==> src/rtl/llc_localmem_ctrl_if.sv <==
// Request channels, memory strobes and status of the LLC local-memory controller.
// master = requester/memory side, slave = the controller.
interface llc_localmem_ctrl_if #(
    parameter int SET_BITS = 10,
    parameter int WAY_BITS = 4
);
    logic                         rd_req_valid;
    logic                         rd_req_ready;
    logic [SET_BITS-1:0]          rd_req_set;
    logic                         wr_req_valid;
    logic                         wr_req_ready;
    logic [SET_BITS+WAY_BITS-1:0] wr_req_addr;
    logic                         mem_rd_en;
    logic [SET_BITS-1:0]          mem_rd_set;
    logic                         mem_wr_en;
    logic [SET_BITS+WAY_BITS-1:0] mem_wr_addr;
    logic                         mem_wr_init;
    logic                         rd_rsp_valid;
    logic                         init_done;

    modport master (
        output rd_req_valid, rd_req_set, wr_req_valid, wr_req_addr,
        input  rd_req_ready, wr_req_ready, mem_rd_en, mem_rd_set,
        input  mem_wr_en, mem_wr_addr, mem_wr_init, rd_rsp_valid, init_done
    );

    modport slave (
        input  rd_req_valid, rd_req_set, wr_req_valid, wr_req_addr,
        output rd_req_ready, wr_req_ready, mem_rd_en, mem_rd_set,
        output mem_wr_en, mem_wr_addr, mem_wr_init, rd_rsp_valid, init_done
    );
endinterface

==> src/rtl/llc_localmem_ctrl.sv <==
// LLC directory local-memory controller: optional zeroing sweep, then write-priority
// read/write arbitration with read anti-starvation. Optional sweep: LLC_INIT_SWEEP_EN.
module llc_localmem_ctrl #(
    parameter int SET_BITS   = 10,
    parameter int WAY_BITS   = 4,
    parameter int STARVE_MAX = 4
) (
    input  logic               clk,
    input  logic               rst,
    llc_localmem_ctrl_if.slave bus
);
    localparam int ADDR_BITS = SET_BITS + WAY_BITS;
    localparam int CNT_BITS  = $clog2(STARVE_MAX + 1);
    localparam logic [CNT_BITS-1:0] STARVE_LIM = CNT_BITS'(STARVE_MAX);

    typedef enum logic [0:0] {
        ST_INIT = 1'b0,
        ST_RUN  = 1'b1
    } state_e;

    state_e               state_r;
    logic                 started_r;
    logic [CNT_BITS-1:0]  starve_r;
    logic                 rsp_r;
    logic                 starved_s;
    logic                 rd_ready_s;
    logic                 wr_ready_s;
    logic                 rd_grant_s;
    logic                 wr_grant_s;
    logic                 sweep_wr_s;
    logic                 sweep_last_s;
    logic [ADDR_BITS-1:0] sweep_addr_s;

`ifdef LLC_INIT_SWEEP_EN
    logic [ADDR_BITS-1:0] sweep_r;

    // Sweep address, way index in the low bits so it varies fastest.
    always_ff @(posedge clk or negedge rst) begin
        if (!rst) begin
            sweep_r <= {ADDR_BITS{1'b0}};
        end else if (sweep_wr_s) begin
            sweep_r <= sweep_r + ADDR_BITS'(1);
        end else begin
            sweep_r <= sweep_r;
        end
    end

    assign sweep_wr_s   = (state_r == ST_INIT) && started_r;
    assign sweep_last_s = sweep_wr_s && (sweep_r == {ADDR_BITS{1'b1}});
    assign sweep_addr_s = sweep_r;
`else
    // Without the sweep, INIT only waits one cycle after the first post-reset edge.
    assign sweep_wr_s   = 1'b0;
    assign sweep_last_s = (state_r == ST_INIT) && started_r;
    assign sweep_addr_s = {ADDR_BITS{1'b0}};
`endif

    // Readies depend on state and the competing channel only, never on their own valid.
    always_comb begin
        starved_s = (starve_r >= STARVE_LIM);
        if (state_r == ST_RUN) begin
            rd_ready_s = !bus.wr_req_valid || starved_s;
            wr_ready_s = !(bus.rd_req_valid && starved_s);
        end else begin
            rd_ready_s = 1'b0;
            wr_ready_s = 1'b0;
        end
        rd_grant_s = rd_ready_s && bus.rd_req_valid;
        wr_grant_s = wr_ready_s && bus.wr_req_valid;
    end

    // Memory strobes: sweep writes first, otherwise the granted request passes through.
    always_comb begin
        bus.rd_req_ready = rd_ready_s;
        bus.wr_req_ready = wr_ready_s;
        bus.mem_rd_en    = rd_grant_s;
        if (rd_grant_s) begin
            bus.mem_rd_set = bus.rd_req_set;
        end else begin
            bus.mem_rd_set = {SET_BITS{1'b0}};
        end
        if (sweep_wr_s) begin
            bus.mem_wr_en   = 1'b1;
            bus.mem_wr_addr = sweep_addr_s;
            bus.mem_wr_init = 1'b1;
        end else if (wr_grant_s) begin
            bus.mem_wr_en   = 1'b1;
            bus.mem_wr_addr = bus.wr_req_addr;
            bus.mem_wr_init = 1'b0;
        end else begin
            bus.mem_wr_en   = 1'b0;
            bus.mem_wr_addr = {ADDR_BITS{1'b0}};
            bus.mem_wr_init = 1'b0;
        end
        bus.rd_rsp_valid = rsp_r;
        bus.init_done    = (state_r == ST_RUN);
    end

    // Controller FSM with starvation counter and one-cycle read response pipeline.
    always_ff @(posedge clk or negedge rst) begin
        if (!rst) begin
            state_r   <= ST_INIT;
            started_r <= 1'b0;
            starve_r  <= {CNT_BITS{1'b0}};
            rsp_r     <= 1'b0;
        end else begin
            started_r <= 1'b1;
            rsp_r     <= rd_grant_s;
            case (state_r)
                ST_INIT: begin
                    starve_r <= {CNT_BITS{1'b0}};
                    if (sweep_last_s) begin
                        state_r <= ST_RUN;
                    end else begin
                        state_r <= ST_INIT;
                    end
                end
                ST_RUN: begin
                    state_r <= ST_RUN;
                    if (rd_grant_s || !bus.rd_req_valid) begin
                        starve_r <= {CNT_BITS{1'b0}};
                    end else if (wr_grant_s) begin
                        starve_r <= starve_r + CNT_BITS'(1);
                    end else begin
                        starve_r <= starve_r;
                    end
                end
                default: begin
                    state_r  <= ST_INIT;
                    starve_r <= {CNT_BITS{1'b0}};
                end
            endcase
        end
    end
endmodule

==> src/flat_wrapper.sv <==
// flat-port wrapper written by rule: the top's interface ports become plain ports
module llc_localmem_ctrl_flat 
#(
    parameter int SET_BITS   = 10,
    parameter int WAY_BITS   = 4,
    parameter int STARVE_MAX = 4
)
  (clk, rst, bus_rd_req_valid, bus_rd_req_set, bus_wr_req_valid, bus_wr_req_addr, bus_rd_req_ready, bus_wr_req_ready, bus_mem_rd_en, bus_mem_rd_set, bus_mem_wr_en, bus_mem_wr_addr, bus_mem_wr_init, bus_rd_rsp_valid, bus_init_done);
  llc_localmem_ctrl_if #(.SET_BITS(SET_BITS), .WAY_BITS(WAY_BITS)) bus_i ();
  input  logic clk;
  input  logic rst;
  input wire logic [$bits(bus_i.rd_req_valid)-1:0] bus_rd_req_valid;
  input wire logic [$bits(bus_i.rd_req_set)-1:0] bus_rd_req_set;
  input wire logic [$bits(bus_i.wr_req_valid)-1:0] bus_wr_req_valid;
  input wire logic [$bits(bus_i.wr_req_addr)-1:0] bus_wr_req_addr;
  output wire logic [$bits(bus_i.rd_req_ready)-1:0] bus_rd_req_ready;
  output wire logic [$bits(bus_i.wr_req_ready)-1:0] bus_wr_req_ready;
  output wire logic [$bits(bus_i.mem_rd_en)-1:0] bus_mem_rd_en;
  output wire logic [$bits(bus_i.mem_rd_set)-1:0] bus_mem_rd_set;
  output wire logic [$bits(bus_i.mem_wr_en)-1:0] bus_mem_wr_en;
  output wire logic [$bits(bus_i.mem_wr_addr)-1:0] bus_mem_wr_addr;
  output wire logic [$bits(bus_i.mem_wr_init)-1:0] bus_mem_wr_init;
  output wire logic [$bits(bus_i.rd_rsp_valid)-1:0] bus_rd_rsp_valid;
  output wire logic [$bits(bus_i.init_done)-1:0] bus_init_done;
  assign bus_i.rd_req_valid = bus_rd_req_valid;
  assign bus_i.rd_req_set = bus_rd_req_set;
  assign bus_i.wr_req_valid = bus_wr_req_valid;
  assign bus_i.wr_req_addr = bus_wr_req_addr;
  assign bus_rd_req_ready = bus_i.rd_req_ready;
  assign bus_wr_req_ready = bus_i.wr_req_ready;
  assign bus_mem_rd_en = bus_i.mem_rd_en;
  assign bus_mem_rd_set = bus_i.mem_rd_set;
  assign bus_mem_wr_en = bus_i.mem_wr_en;
  assign bus_mem_wr_addr = bus_i.mem_wr_addr;
  assign bus_mem_wr_init = bus_i.mem_wr_init;
  assign bus_rd_rsp_valid = bus_i.rd_rsp_valid;
  assign bus_init_done = bus_i.init_done;
  llc_localmem_ctrl #(.SET_BITS(SET_BITS), .WAY_BITS(WAY_BITS), .STARVE_MAX(STARVE_MAX)) u_core (.clk(clk), .rst(rst), .bus(bus_i));
endmodule
==> config.mk <==
export PLATFORM = sky130hd
export DESIGN_NAME = llc_localmem_ctrl_flat
export DESIGN_NICKNAME = d
export VERILOG_FILES = /design/src/rtl/llc_localmem_ctrl_if.sv /design/src/rtl/llc_localmem_ctrl.sv /design/src/flat_wrapper.sv
export SDC_FILE = /design/constraint.sdc
export NUM_CORES = 1
export LEC_CHECK = 0
export BUFFER_PORTS_ARGS = -buffer_cell sky130_fd_sc_hd__buf_2
export CAP_MARGIN = 40
export CORE_MARGIN = 10
export CORE_UTILIZATION = 35
export DETAILED_ROUTE_END_ITERATION = 6
export GPL_TIMING_DRIVEN = 0
export PLACE_DENSITY = 0.92
export SLEW_MARGIN = 20
export SYNTH_ARGS = -nofsm -noshare
export SYNTH_HDL_FRONTEND = slang
export SYNTH_SLANG_ARGS = --single-unit
==> constraint.sdc <==
create_clock -name clk -period 2.7 [get_ports clk]
set_clock_uncertainty 0.2 [all_clocks]
set_input_delay 0.81 -clock clk [delete_from_list [all_inputs] [get_ports clk]]
set_output_delay 0.81 -clock clk [all_outputs]
set_load 0.05 [all_outputs]
* After elaboration in Yosys (flattened, before gate mapping) *
Cells that the tools add are included.

cells by class
  muxes and demuxes = 10
  $lt $le $gt $ge = 1
  bitwise logic cells = 1
  add/subtract/negate cells = 1
  reductions and logical operators = 9
  equal/unequal tests = 1

operators with widths
  kind                 number
  $mux 14              1
  $mux 10              1
  $mux 3               2
  $pmux 3 s2           1
  $logic_and 1x1->1    4
  $mux 1               4
  $add 3x1->3 const B  1
  $ge 3x3->1 const B   1
  $logic_not 1->1      3
  $ne 3x3->1 const B   1
  $logic_or 1x1->1     2
  $pmux 1 s2           1
  $not 1->1            1

storage, ports and cells
  output and inout bits = 31
  word-level logic and storage cells = 27
  register bits after elaboration = 6
  input bits = 28

* Logic depth before layout (Yosys ltp) *
  depth in word-level cells = 8
  depth in mapped cells = 4
  depth with buffers taken out = 2

* Worst setup path after synthesis *
Ideal clock, no wire load.

  path type = input port to output port
  start = in bus_wr_req_valid
  end = out bus_mem_rd_set[0]
  data arrival time = 2,308 ps
  stages = 3
  slack = -618 ps
  required time = 1,690 ps
  buffers on the path = 1
  cell sequence = nor2b_2 buf_2 nor3b_1

on the way
  longest elaborated chain between the ends = 5

ends and longest elaborated chain
  item                RTL line                 text
  start: declaration  flat_wrapper.sv:14       input wire logic [$bits(bus_i.wr_req_valid)-1:0] bus_wr_req_valid;
  $logic_not 1->1     llc_localmem_ctrl.sv:62  rd_ready_s = !bus.wr_req_valid || starved_s;
  $logic_or 1x1->1    llc_localmem_ctrl.sv:62
  $mux 1              llc_localmem_ctrl.sv:61  if (state_r == ST_RUN) begin
  $logic_and 1x1->1   llc_localmem_ctrl.sv:68  rd_grant_s = rd_ready_s && bus.rd_req_valid;
  $mux 10             llc_localmem_ctrl.sv:77  if (rd_grant_s) begin
  end: declaration    flat_wrapper.sv:19       output wire logic [$bits(bus_i.mem_rd_set)-1:0] bus_mem_rd_set;

No other way between the ends.

* Final worst setup path *
  start = in bus_rd_req_valid
  end = out bus_mem_wr_addr[1]

on the way
  longest elaborated chain between the ends = 5

ends and longest elaborated chain
  item                RTL line                 text
  start: declaration  flat_wrapper.sv:12       input wire logic [$bits(bus_i.rd_req_valid)-1:0] bus_rd_req_valid;
  $logic_and 1x1->1   llc_localmem_ctrl.sv:63  wr_ready_s = !(bus.rd_req_valid && starved_s);
  $logic_not 1->1     llc_localmem_ctrl.sv:63
  $mux 1              llc_localmem_ctrl.sv:61
  $logic_and 1x1->1   llc_localmem_ctrl.sv:69  wr_grant_s = wr_ready_s && bus.wr_req_valid;
  $mux 14             llc_localmem_ctrl.sv:86  end else if (wr_grant_s) begin
  end: declaration    flat_wrapper.sv:21       output wire logic [$bits(bus_i.mem_wr_addr)-1:0] bus_mem_wr_addr;

No other way between the ends.

==> summary.txt <==
Outcome
  • Status: finished, final reports clean

Drt
  • DRT Pass-1 Iters: 4
  • DR WL/cell: 16.6 µm
  • Routed Antenna Nets: 0
  • Remaining DRCs: 0
  • Routed vias: 631
  • 1st-iter DRT viols: 8
  • Routed vias/inst: 4.89
  • Total detailed-routing wirelength: 2.15 mm

Die
  • Core ar.: 0.00135 mm²
  • Vert. Die Dim: 58.7 µm
  • FP Rows: 13
  • Die ar.: 0.00344 mm²
  • Starting Density: 0.387
  • DIE WIDTH: 58.7 µm
  • # IOs: 59

Global route
  • Initial antenna violation count: 0
  • Largest net degree at the start of global routing: 11
  • Vias in the first global route: 683
  • Gr usage total: 0.117
  • GR Overflow Total: 0
  • First-pass GRT wire length: 3.20 mm

Placed design
  • # port buffers: 57
  • DP Area: 917 µm²
  • Gp weighted congestion: 0.667
  • Post-DP HPWL: 1.67 mm
  • Cell count after placement: 123
  • Setup Slack @ Placement: -141 ps

Clocking
  • Clock Tree Buf Depth: 2
  • Clock Sink Count: 6
  • Post-CTS Hold Buffers: 0
  • H-Tree Depth: 1
  • CTS Buf Count: 3
  • CTS tree: built
  • Cell chosen for the clock root: clkbuf_4
  • Worst-path clk slew: 50 ps
  • Worst-Skew Late Latency: 250 ps

Synth
  • Synth cell types: 16
  • Commonest cells in the netlist: nor3b_1 (16), nor3b_2 (9), dfrtp_1 (6)
  • Synthesized flop and latch total: 6
  • Synthesis Warnings: 0
  • Main flop type after synthesis: dfrtp_1
  • Main area contributors after synthesis: dfrtp_1 (29%), nor3b_1 (23%), nor3b_2 (22%)
  • Post-Syn Area: 523 µm²
  • Number of synthesized flops with an enable pin: 0
  • Synth area leader: dfrtp_1
  • Syn_area_per_cell: 10.3 µm²
  • Cells after synthesis: 51
  • Area share of the largest cell type after synthesis: 0.287
  • Sequential area share after synthesis: 0.287
  • Ys async rst share: 1.00
  • Top-count cell post-synth: nor3b_1
  • Syn Nets: 80

Worst setup path
  • Critical path fanouts, max: 6
  • R2r worst-path depth: 3
  • CP arrival: 1660 ps
  • CP Data Required Time: 1690 ps
  • Reg2reg end: u_core.bus.rd_rsp_valid
  • Crit Path Class: primary input to output port
  • RR Startpoint: u_core.bus.init_done
  • Critical Path Start Type: primary input
  • R2r setup slk: 1500 ps
  • Crit. End Element: output port

Final layout
  • Area growth syn-to-layout: 112%
  • NumNets Final: 145
  • Final non-filler cell total: 129
  • Layout cells sized above 1: 0.860
  • Number of diodes: 0
  • Final Instance Area: 0.00111 mm²

Pwr
  • PwrDens: 325 mW/mm²
  • Static leakage: 0.565 nW
  • Worst vdd ir: 349 µV

STA
  • Endpoints failing hold: 0
  • Final setup fails: 0
  • Max Clock Freq: 0.375 GHz
  • Setup TNS: 0 ps
  • Period utilization: 0.987
  • Minimum clock period after layout: 2670 ps
  • Max-slew violation count: 0
  • Hold slack: 174 ps
  • Fin worst setup slack: 34.3 ps
  • RSZ-0062 raised after global routing: yes

Run
  • Max Cap Viol: 0

Worst hold path
  • Hold Crit Class: primary input to async pin
[timing repair]
action / CTS / global route
gates cloned: 1 / 0
hold endpoints to repair: 0 / 0
setup buffers: 3 / 0
endpoints found under the setup margin: 21 / 13
gates resized for setup: 31 / 11
pin swaps: 1 / 0
[area by class of cell]
type,instances,area [µm²]
Buffer,5,56.3
Clock buffer,3,22.5
Fill cell,82,240
Multi-Input combinational cell,39,438
Sequential cell,6,150
Tap cell,15,18.8
Timing Repair Buffer,61,424
[critical path: stages]
cell,delay (ps)
buf_2,120
and2_4,190
buf_4,140
nor3b_2,200
buf_6,190
[per-stage QoR]
step | util | power, mW
2_1_floorplan | - | 0.212
3_3_place_gp | 0.679 | 0.254
3_5_place_dp | 0.679 | 0.257
4_1_cts | 0.787 | 0.356
5_1_grt | 0.822 | 0.380
6_report | 0.822 | 0.361
[sequential cells by signal, summed over array words and instances (netlist names)]
name,flops
u_core.starve_r,3
u_core.bus.init_done,1
u_core.bus.rd_rsp_valid,1
u_core.started_r,1
[routing by layer]
metal,routed length [µm],GRT usage,vias up,part of all wire
li1,-,-,302,-
met1,680,0.0934,285,0.32
met2,1060,0.212,42,0.49
met3,399,0.105,2,0.19
met4,5,0.0197,0,0.0023
met5,0,0,-,0
[cells by family after synthesis]
logic type / synth area share
flip-flops: 0.287
buffers and inverters: 0.0981
adder cells (fa/ha/maj): 0.0239
other: 0.0144
AND/OR/NAND/NOR: 0.577
[cells in the final DEF (no fill, tap or decap), types with 2 or more instances in the layout]
master	instances
dfrtp_1	6
nor3b_4	5
buf_4	17
buf_2	35
conb_1	2
nor2b_1	2
clkbuf_4	3
nor3b_2	19
and4_1	2
buf_6	12
[how the worst max path moves through the flow]
stage	from	endpoint	slack (ps)	depth (start not counted)
floorplan	bus_rd_req_valid	bus_mem_wr_addr[0]	-200	4
CTS	bus_rd_req_valid	bus_mem_wr_addr[10]	20	5
finish	bus_rd_req_valid	bus_mem_wr_addr[1]	30	5
global placement	bus_rd_req_valid	bus_mem_wr_addr[9]	-110	6
detailed placement	bus_rd_req_valid	bus_mem_wr_addr[10]	-140	6
global route	bus_rd_req_valid	bus_mem_wr_addr[1]	-20	5
[report_power, final]
group          leakage (nW)  internal [mW]  switching [mW]
registers            0.0741         0.0932         0.00124
logic                 0.477         0.0680           0.117
clock network        0.0138         0.0502          0.0316
total                 0.565          0.211           0.150
Power figures use the tool's default switching activity.
